==> src/rtl/dccm_port_arb_if.sv <==
// -----------------------------------------------------------------------------
// dccm_port_arb_if
// Purpose : bundles the requester handshakes (LSU, DMA), the freeze control,
//           the read-return path and the DCCM memory pins that meet at the
//           DCCM port arbiter.
// Modports:
//   master - everything outside the arbiter (requesters and the DCCM macro):
//            drives freeze, requests and dccm_rd_data; observes grants,
//            rvalids, rd_data and the DCCM control/address/data pins.
//   slave  - the arbiter itself (mirror image of master).
// Parameters: AW = DCCM byte-address width, DW = DCCM data width incl. ECC.
// -----------------------------------------------------------------------------
interface dccm_port_arb_if #(
  parameter int AW = 16,
  parameter int DW = 39
);
  logic          freeze;

  logic          lsu_req;
  logic          lsu_wr;
  logic [AW-1:0] lsu_addr;
  logic [DW-1:0] lsu_wdata;
  logic          lsu_gnt;
  logic          lsu_rvalid;

  logic          dma_req;
  logic          dma_wr;
  logic [AW-1:0] dma_addr;
  logic [DW-1:0] dma_wdata;
  logic          dma_gnt;
  logic          dma_rvalid;

  logic [DW-1:0] rd_data;

  logic          dccm_wren;
  logic          dccm_rden;
  logic [AW-1:0] dccm_wr_addr;
  logic [AW-1:0] dccm_rd_addr;
  logic [DW-1:0] dccm_wr_data;
  logic [DW-1:0] dccm_rd_data;

  modport master (
    output freeze,
    output lsu_req, lsu_wr, lsu_addr, lsu_wdata,
    input  lsu_gnt, lsu_rvalid,
    output dma_req, dma_wr, dma_addr, dma_wdata,
    input  dma_gnt, dma_rvalid,
    input  rd_data,
    input  dccm_wren, dccm_rden, dccm_wr_addr, dccm_rd_addr, dccm_wr_data,
    output dccm_rd_data
  );

  modport slave (
    input  freeze,
    input  lsu_req, lsu_wr, lsu_addr, lsu_wdata,
    output lsu_gnt, lsu_rvalid,
    input  dma_req, dma_wr, dma_addr, dma_wdata,
    output dma_gnt, dma_rvalid,
    output rd_data,
    output dccm_wren, dccm_rden, dccm_wr_addr, dccm_rd_addr, dccm_wr_data,
    input  dccm_rd_data
  );
endinterface

==> src/rtl/dccm_port_arb.sv <==
// -----------------------------------------------------------------------------
// dccm_port_arb
// Purpose : arbitrates the single DCCM read/write port between the LSU
//           (fixed priority) and the DMA (secondary). A saturating starvation
//           counter forces one DMA grant after DMA_MAX_STALL lost cycles.
//           Drives the DCCM pins and steers 1-cycle-latency read data back
//           to the requester that issued the read.
// Ports   :
//   clk  - core clock
//   rst  - synchronous reset, active-high
//   bus  - dccm_port_arb_if.slave: freeze, LSU/DMA req/wr/addr/wdata in,
//          gnt/rvalid out, rd_data out, DCCM wren/rden/addr/wr_data out,
//          dccm_rd_data in.
// Parameters: AW, DW (widths), DMA_MAX_STALL (1..255).
// -----------------------------------------------------------------------------
module dccm_port_arb #(
  parameter int AW            = 16,
  parameter int DW            = 39,
  parameter int DMA_MAX_STALL = 8
) (
  input  logic              clk,
  input  logic              rst,
  dccm_port_arb_if.slave    bus
);

  localparam logic [7:0] MAX_CNT_C = 8'(DMA_MAX_STALL);

  typedef enum logic [0:0] {
    LSU_PRI   = 1'b0,
    DMA_FORCE = 1'b1
  } state_t;

  state_t        state_r;
  state_t        state_nxt_s;
  logic [7:0]    stall_cnt_r;
  logic [7:0]    stall_cnt_nxt_s;
  logic          lsu_rd_r;
  logic          dma_rd_r;

  logic          lsu_gnt_s;
  logic          dma_gnt_s;
  logic          sel_wr_s;
  logic [AW-1:0] sel_addr_s;
  logic [DW-1:0] sel_wdata_s;

  // Grant selection; reset and freeze suppress every grant.
  always_comb begin
    lsu_gnt_s = 1'b0;
    dma_gnt_s = 1'b0;
    if (rst || bus.freeze) begin
      lsu_gnt_s = 1'b0;
      dma_gnt_s = 1'b0;
    end else begin
      case (state_r)
        LSU_PRI: begin
          if (bus.lsu_req) begin
            lsu_gnt_s = 1'b1;
          end else begin
            dma_gnt_s = bus.dma_req;
          end
        end
        DMA_FORCE: begin
          if (bus.dma_req) begin
            dma_gnt_s = 1'b1;
          end else begin
            lsu_gnt_s = bus.lsu_req;
          end
        end
        default: begin
          lsu_gnt_s = bus.lsu_req;
          dma_gnt_s = bus.dma_req & ~bus.lsu_req;
        end
      endcase
    end
  end

  // Starvation counter and FSM next state; freeze holds both.
  always_comb begin
    stall_cnt_nxt_s = stall_cnt_r;
    state_nxt_s     = state_r;
    if (bus.freeze) begin
      stall_cnt_nxt_s = stall_cnt_r;
      state_nxt_s     = state_r;
    end else begin
      if (!bus.dma_req || dma_gnt_s) begin
        stall_cnt_nxt_s = 8'd0;
      end else if (stall_cnt_r >= MAX_CNT_C) begin
        stall_cnt_nxt_s = MAX_CNT_C;
      end else begin
        stall_cnt_nxt_s = stall_cnt_r + 8'd1;
      end

      case (state_r)
        LSU_PRI: begin
          if (stall_cnt_nxt_s == MAX_CNT_C) begin
            state_nxt_s = DMA_FORCE;
          end else begin
            state_nxt_s = LSU_PRI;
          end
        end
        DMA_FORCE: begin
          if (dma_gnt_s || !bus.dma_req) begin
            state_nxt_s = LSU_PRI;
          end else begin
            state_nxt_s = DMA_FORCE;
          end
        end
        default: begin
          state_nxt_s = LSU_PRI;
        end
      endcase
    end
  end

  // State, counter and read-ownership registers.
  always_ff @(posedge clk) begin
    if (rst) begin
      state_r     <= LSU_PRI;
      stall_cnt_r <= 8'd0;
      lsu_rd_r    <= 1'b0;
      dma_rd_r    <= 1'b0;
    end else begin
      state_r     <= state_nxt_s;
      stall_cnt_r <= stall_cnt_nxt_s;
      lsu_rd_r    <= lsu_gnt_s & ~bus.lsu_wr;
      dma_rd_r    <= dma_gnt_s & ~bus.dma_wr;
    end
  end

  // Mux the granted requester onto the DCCM pins; zeros when idle.
  always_comb begin
    sel_wr_s    = 1'b0;
    sel_addr_s  = {AW{1'b0}};
    sel_wdata_s = {DW{1'b0}};
    if (lsu_gnt_s) begin
      sel_wr_s    = bus.lsu_wr;
      sel_addr_s  = bus.lsu_addr;
      sel_wdata_s = bus.lsu_wdata;
    end else if (dma_gnt_s) begin
      sel_wr_s    = bus.dma_wr;
      sel_addr_s  = bus.dma_addr;
      sel_wdata_s = bus.dma_wdata;
    end else begin
      sel_wr_s    = 1'b0;
      sel_addr_s  = {AW{1'b0}};
      sel_wdata_s = {DW{1'b0}};
    end
  end

  assign bus.lsu_gnt      = lsu_gnt_s;
  assign bus.dma_gnt      = dma_gnt_s;
  assign bus.dccm_wren    = (lsu_gnt_s | dma_gnt_s) & sel_wr_s;
  assign bus.dccm_rden    = (lsu_gnt_s | dma_gnt_s) & ~sel_wr_s;
  assign bus.dccm_wr_addr = sel_addr_s;
  assign bus.dccm_rd_addr = sel_addr_s;
  assign bus.dccm_wr_data = sel_wdata_s;

  // A read issued just before reset must not surface while reset is held.
  assign bus.lsu_rvalid   = lsu_rd_r & ~rst;
  assign bus.dma_rvalid   = dma_rd_r & ~rst;
  assign bus.rd_data      = (bus.lsu_rvalid | bus.dma_rvalid) ? bus.dccm_rd_data : {DW{1'b0}};

endmodule

==> src/flat_wrapper.sv <==
// flat-port wrapper written by rule: the top's interface ports become plain ports
module dccm_port_arb_flat 
#(
  parameter int AW            = 16,
  parameter int DW            = 39,
  parameter int DMA_MAX_STALL = 8
)
  (clk, rst, bus_freeze, bus_lsu_req, bus_lsu_wr, bus_lsu_addr, bus_lsu_wdata, bus_lsu_gnt, bus_lsu_rvalid, bus_dma_req, bus_dma_wr, bus_dma_addr, bus_dma_wdata, bus_dma_gnt, bus_dma_rvalid, bus_rd_data, bus_dccm_wren, bus_dccm_rden, bus_dccm_wr_addr, bus_dccm_rd_addr, bus_dccm_wr_data, bus_dccm_rd_data);
  dccm_port_arb_if #(.AW(AW), .DW(DW)) bus_i ();
  input  logic clk;
  input  logic rst;
  input wire logic [$bits(bus_i.freeze)-1:0] bus_freeze;
  input wire logic [$bits(bus_i.lsu_req)-1:0] bus_lsu_req;
  input wire logic [$bits(bus_i.lsu_wr)-1:0] bus_lsu_wr;
  input wire logic [$bits(bus_i.lsu_addr)-1:0] bus_lsu_addr;
  input wire logic [$bits(bus_i.lsu_wdata)-1:0] bus_lsu_wdata;
  output wire logic [$bits(bus_i.lsu_gnt)-1:0] bus_lsu_gnt;
  output wire logic [$bits(bus_i.lsu_rvalid)-1:0] bus_lsu_rvalid;
  input wire logic [$bits(bus_i.dma_req)-1:0] bus_dma_req;
  input wire logic [$bits(bus_i.dma_wr)-1:0] bus_dma_wr;
  input wire logic [$bits(bus_i.dma_addr)-1:0] bus_dma_addr;
  input wire logic [$bits(bus_i.dma_wdata)-1:0] bus_dma_wdata;
  output wire logic [$bits(bus_i.dma_gnt)-1:0] bus_dma_gnt;
  output wire logic [$bits(bus_i.dma_rvalid)-1:0] bus_dma_rvalid;
  output wire logic [$bits(bus_i.rd_data)-1:0] bus_rd_data;
  output wire logic [$bits(bus_i.dccm_wren)-1:0] bus_dccm_wren;
  output wire logic [$bits(bus_i.dccm_rden)-1:0] bus_dccm_rden;
  output wire logic [$bits(bus_i.dccm_wr_addr)-1:0] bus_dccm_wr_addr;
  output wire logic [$bits(bus_i.dccm_rd_addr)-1:0] bus_dccm_rd_addr;
  output wire logic [$bits(bus_i.dccm_wr_data)-1:0] bus_dccm_wr_data;
  input wire logic [$bits(bus_i.dccm_rd_data)-1:0] bus_dccm_rd_data;
  assign bus_i.freeze = bus_freeze;
  assign bus_i.lsu_req = bus_lsu_req;
  assign bus_i.lsu_wr = bus_lsu_wr;
  assign bus_i.lsu_addr = bus_lsu_addr;
  assign bus_i.lsu_wdata = bus_lsu_wdata;
  assign bus_lsu_gnt = bus_i.lsu_gnt;
  assign bus_lsu_rvalid = bus_i.lsu_rvalid;
  assign bus_i.dma_req = bus_dma_req;
  assign bus_i.dma_wr = bus_dma_wr;
  assign bus_i.dma_addr = bus_dma_addr;
  assign bus_i.dma_wdata = bus_dma_wdata;
  assign bus_dma_gnt = bus_i.dma_gnt;
  assign bus_dma_rvalid = bus_i.dma_rvalid;
  assign bus_rd_data = bus_i.rd_data;
  assign bus_dccm_wren = bus_i.dccm_wren;
  assign bus_dccm_rden = bus_i.dccm_rden;
  assign bus_dccm_wr_addr = bus_i.dccm_wr_addr;
  assign bus_dccm_rd_addr = bus_i.dccm_rd_addr;
  assign bus_dccm_wr_data = bus_i.dccm_wr_data;
  assign bus_i.dccm_rd_data = bus_dccm_rd_data;
  dccm_port_arb #(.AW(AW), .DW(DW), .DMA_MAX_STALL(DMA_MAX_STALL)) u_core (.clk(clk), .rst(rst), .bus(bus_i));
endmodule
==> config.mk <==
export PLATFORM = sky130hd
export DESIGN_NAME = dccm_port_arb_flat
export DESIGN_NICKNAME = d
export VERILOG_FILES = /design/src/rtl/dccm_port_arb_if.sv /design/src/rtl/dccm_port_arb.sv /design/src/flat_wrapper.sv
export SDC_FILE = /design/constraint.sdc
export NUM_CORES = 1
export LEC_CHECK = 0
export ABC_AREA = 0
export CAP_MARGIN = 15
export CORE_AREA = 2 2 105 107
export CTS_CLUSTER_DIAMETER = 100
export DETAILED_ROUTE_END_ITERATION = 10
export DIE_AREA = 0 0 107 109
export GPL_ROUTABILITY_DRIVEN = 0
export GPL_TIMING_DRIVEN = 0
export PLACE_DENSITY = 0.61
export SYNTH_ARGS = -nofsm -noshare
export SYNTH_HDL_FRONTEND = slang
export SYNTH_SLANG_ARGS = --single-unit
==> constraint.sdc <==
create_clock -name clk -period 1.6 [get_ports clk]
set_input_delay 0.32 -clock clk [delete_from_list [all_inputs] [get_ports clk]]
set_output_delay 0.32 -clock clk [all_outputs]
set_load 0.005 [all_outputs]
==> impl_metrics.json, run 1 <==
{
  "reg2reg_from": "u_core.stall_cnt_r[0]",
  "antenna_found_initial": 0,
  "overflow": 0,
  "setup_viol": 99,
  "r2r-end": "u_core.state_r",
  "worstHoldEndpoint": "u_core.stall_cnt_r[1]",
  "initial_core_util_pct": 14.3,
  "n_antenna_cell": 0,
  "rows": 38,
  "path_max_fanout": 6,
  "post_drt_wl_per_cell_um": 16.4,
  "die_area_um2": 11700,
  "worstMarginPinSlew_ns": 0.559,
  "dpl.hpwl_mm": 8.09,
  "hold_class": "in -> reg",
  "yosysSeqAreaShare_pct": 14.5,
  "powerDensity_nw_per_um2": 287,
  "synth.distinct_cells": 31,
  "worstSetupPathType": "reg -> out",
  "synth_seq_cells": 11,
  "ir_drop_uv": 334,
  "grt_max_degree": 11,
  "fin_ws_ns": -0.343,
  "fp.dieH_um": 109,
  "grt_pass1_wl_mm": 15.3,
  "root_buffer": "clkbuf_8",
  "utilization_pct": 47.4,
  "port_buffers": 270,
  "clk_pin_slew_ns": 0.05,
  "fin_cells": 649,
  "violations": "negative setup slack",
  "coreArea_um2": 10600,
  "cts_tree": "built",
  "syn_inst": 187,
  "fillCellCount": 1025,
  "dp_slack_ns": -0.994,
  "reg2reg_setup_slack_ns": 0.23,
  "holdCritStartpoint": "rst",
  "fin_nets": 668,
  "syn_area_um2": 1520,
  "slowest_delay_ns": 0.34,
  "drt_wl_total_mm": 10.7,
  "holdPathStages": 2,
  "areaGrowthSynthToFinish_pct": 232,
  "track_usage_pct": 16.6,
  "fin_crit_ns": 1.94,
  "cp.arrival_ns": 1.62,
  "cts_buffer_depth": 2,
  "yosysWarningCount": 0,
  "rsz0062_at_grt": "yes",
  "p_leak_uw": 0.00241,
  "clock_sinks": 11,
  "grt_pass1_vias": 2829,
  "first_iter_violations": 78,
  "clk_latency_ns": 0.24,
  "cts_buffers": 3,
  "synth_nets": 345,
  "outcome": "finished, violations left",
  "final_area_um2": 5020,
  "worstSetupStartpointType": "flop",
  "layout-drive-gt1-share_pct": 48.5,
  "p_total_uw": 1440,
  "dp_cells": 597,
  "drv_slew": 0,
  "synth-edff-count": 0,
  "cp_cell_sequence": "nand2_2 -> nand3_4 -> inv_4 -> buf_8 -> buf_12 -> buf_8 -> buf_6 -> buf_6 -> a22o_1 -> buf_2",
  "dr.pass1.iters": 4,
  "reg2reg_depth": 5,
  "maxCapViolations": 0,
  "synth_ff_type": "dfxtp_1",
  "max_freq_mhz": 515,
  "critPathCaptureType": "output pin",
  "placed_area_um2": 4390,
  "clock_skew_ns": 0.00275,
  "cp.required_ns": 1.28,
  "async_reset_ff_share_pct": 0,
  "drc": 0,
  "dr_total_vias": 2708,
  "maxSlewHeadroom_pct": 62.2,
  "avgSynthCellArea_um2": 8.10,
  "hold_viol_final": 0,
  "vias_per_cell": 4.17,
  "die-width_um": 107,
  "path_buf_inv": 7,
  "io_pins": 272,
  "fin_crit_sh_pct": 121,
  "ant_nets": 0,
  "critical-path-top-delay-family": "buffers and inverters",
  "htreeDepth": 1,
  "critical_path.slowest_cell": "dfxtp_2"
}
-- per-stage QoR --
stage          setup TNS, ns  hold WS [ns]
3_5_place_dp          -79.01         0.483
4_1_cts               -22.42         0.317
3_3_place_gp          -77.97         0.476
5_1_grt               -24.15         0.324
2_1_floorplan              0         0.392
6_report              -17.24         0.316
-- state kept, by name (all words and copies together) (netlist names) --
register and cells:
u_core.dma_rd_r 1, u_core.lsu_rd_r 1, u_core.stall_cnt_r 8, u_core.state_r 1
-- Yosys cell counts, types with 3 or more instances --
cell     count  share of area, %
nor2b_1      5               2.1
dfxtp_1     11                15
nand2_1      4              0.99
buf_4       16               7.9
nor2_1       5               1.2
buf_6        9               6.7
buf_2        6               2.0
inv_1        4              0.99
a21oi_1      3              0.99
and2_1      43                18
a22o_1      56                32
-- worst register-to-register path: cells and delay by family (launching register included) --
family                   cells  cell delay (ns)
flip-flops                   1             0.39
AO/OA/AOI/OAI                2             0.34
adder cells (fa/ha/maj)      1             0.31
AND/OR/NAND/NOR              1             0.15
buffers and inverters        1             0.07
-- timing repair --
action | 4_1_cts | 5_1_grt
resized for setup | 583 | 62
pin swaps | 69 | 32
gates cloned | 14 | 0
buffers inserted | 43 | 12
setup endpoints to repair | 114 | 114
hold buffers | 0 | 0
-- final cells by class --
class / instances / area [um^2] / area share (%)
timing repair buffer: 324 / 3120 / 62.1
clock buffer: 4 / 45.0 / 0.897
sequential: 11 / 224 / 4.46
multi-input combinational: 136 / 1140 / 22.7
buffer: 28 / 288 / 5.73
inverter: 6 / 30.0 / 0.598
tap: 140 / 175 / 3.49
-- where the power goes --
group | switching, uW | internal (uW) | total, uW
logic | 252 | 633 | 885
registers | 3.65 | 279 | 282
clock network | 97.9 | 174 | 272
-- worst max path at each step --
stage               slack (ns)           start  depth (start not counted)                    to
floorplan                 0.02             rst                          8  bus_dccm_wr_addr[14]
global placement          -1.0      bus_freeze                          9  bus_dccm_wr_addr[14]
detailed placement       -0.99      bus_freeze                          9  bus_dccm_wr_addr[14]
CTS                      -0.37  u_core.state_r                         10   bus_dccm_wr_data[8]
global route             -0.44  u_core.state_r                         10   bus_dccm_wr_data[4]
finish                   -0.34  u_core.state_r                         10   bus_dccm_wr_data[4]
-- layout by cell type (no fill, tap or decap), types with 6 or more instances in the layout --
cell type | netlist | routed
clkdlybuf4s50_1 | 0 | 151
and2_1 | 43 | 13
buf_2 | 6 | 66
buf_6 | 9 | 80
buf_8 | 0 | 13
buf_12 | 0 | 6
buf_4 | 16 | 24
dfxtp_1 | 11 | 8
and2_4 | 0 | 30
a22o_1 | 56 | 56
-- cells by family after synthesis --
kind of cell	synth area share [%]
simple gates	28.0
compound gates	36.9
buf+inv	18.9
fa+ha+maj	1.65
flops	14.5
-- routing by layer --
metal / vias to the layer above / global-route usage, % / routed length (um)
met3: 10 / 4.54 / 932
li1: 1313 / - / -
met4: 0 / 2.50 / 132
met5: - / 0 / 0
met2: 136 / 31.9 / 5740
met1: 1249 / 18.4 / 3850
(Power assumes the default switching activity.)
==> run 2: changes to the inputs <==
Settings changed: RECOVER_POWER set to 25.
==> results of run 2 <==
Same layout as run 1: the final DEF is identical, and so are final timing and power.
==> run 3: changes to the inputs <==
Settings changed: CTS_CLUSTER_DIAMETER 100 to 40.
==> results of run 3 <==
Same layout as run 1: the final DEF is identical, and so are final timing and power.
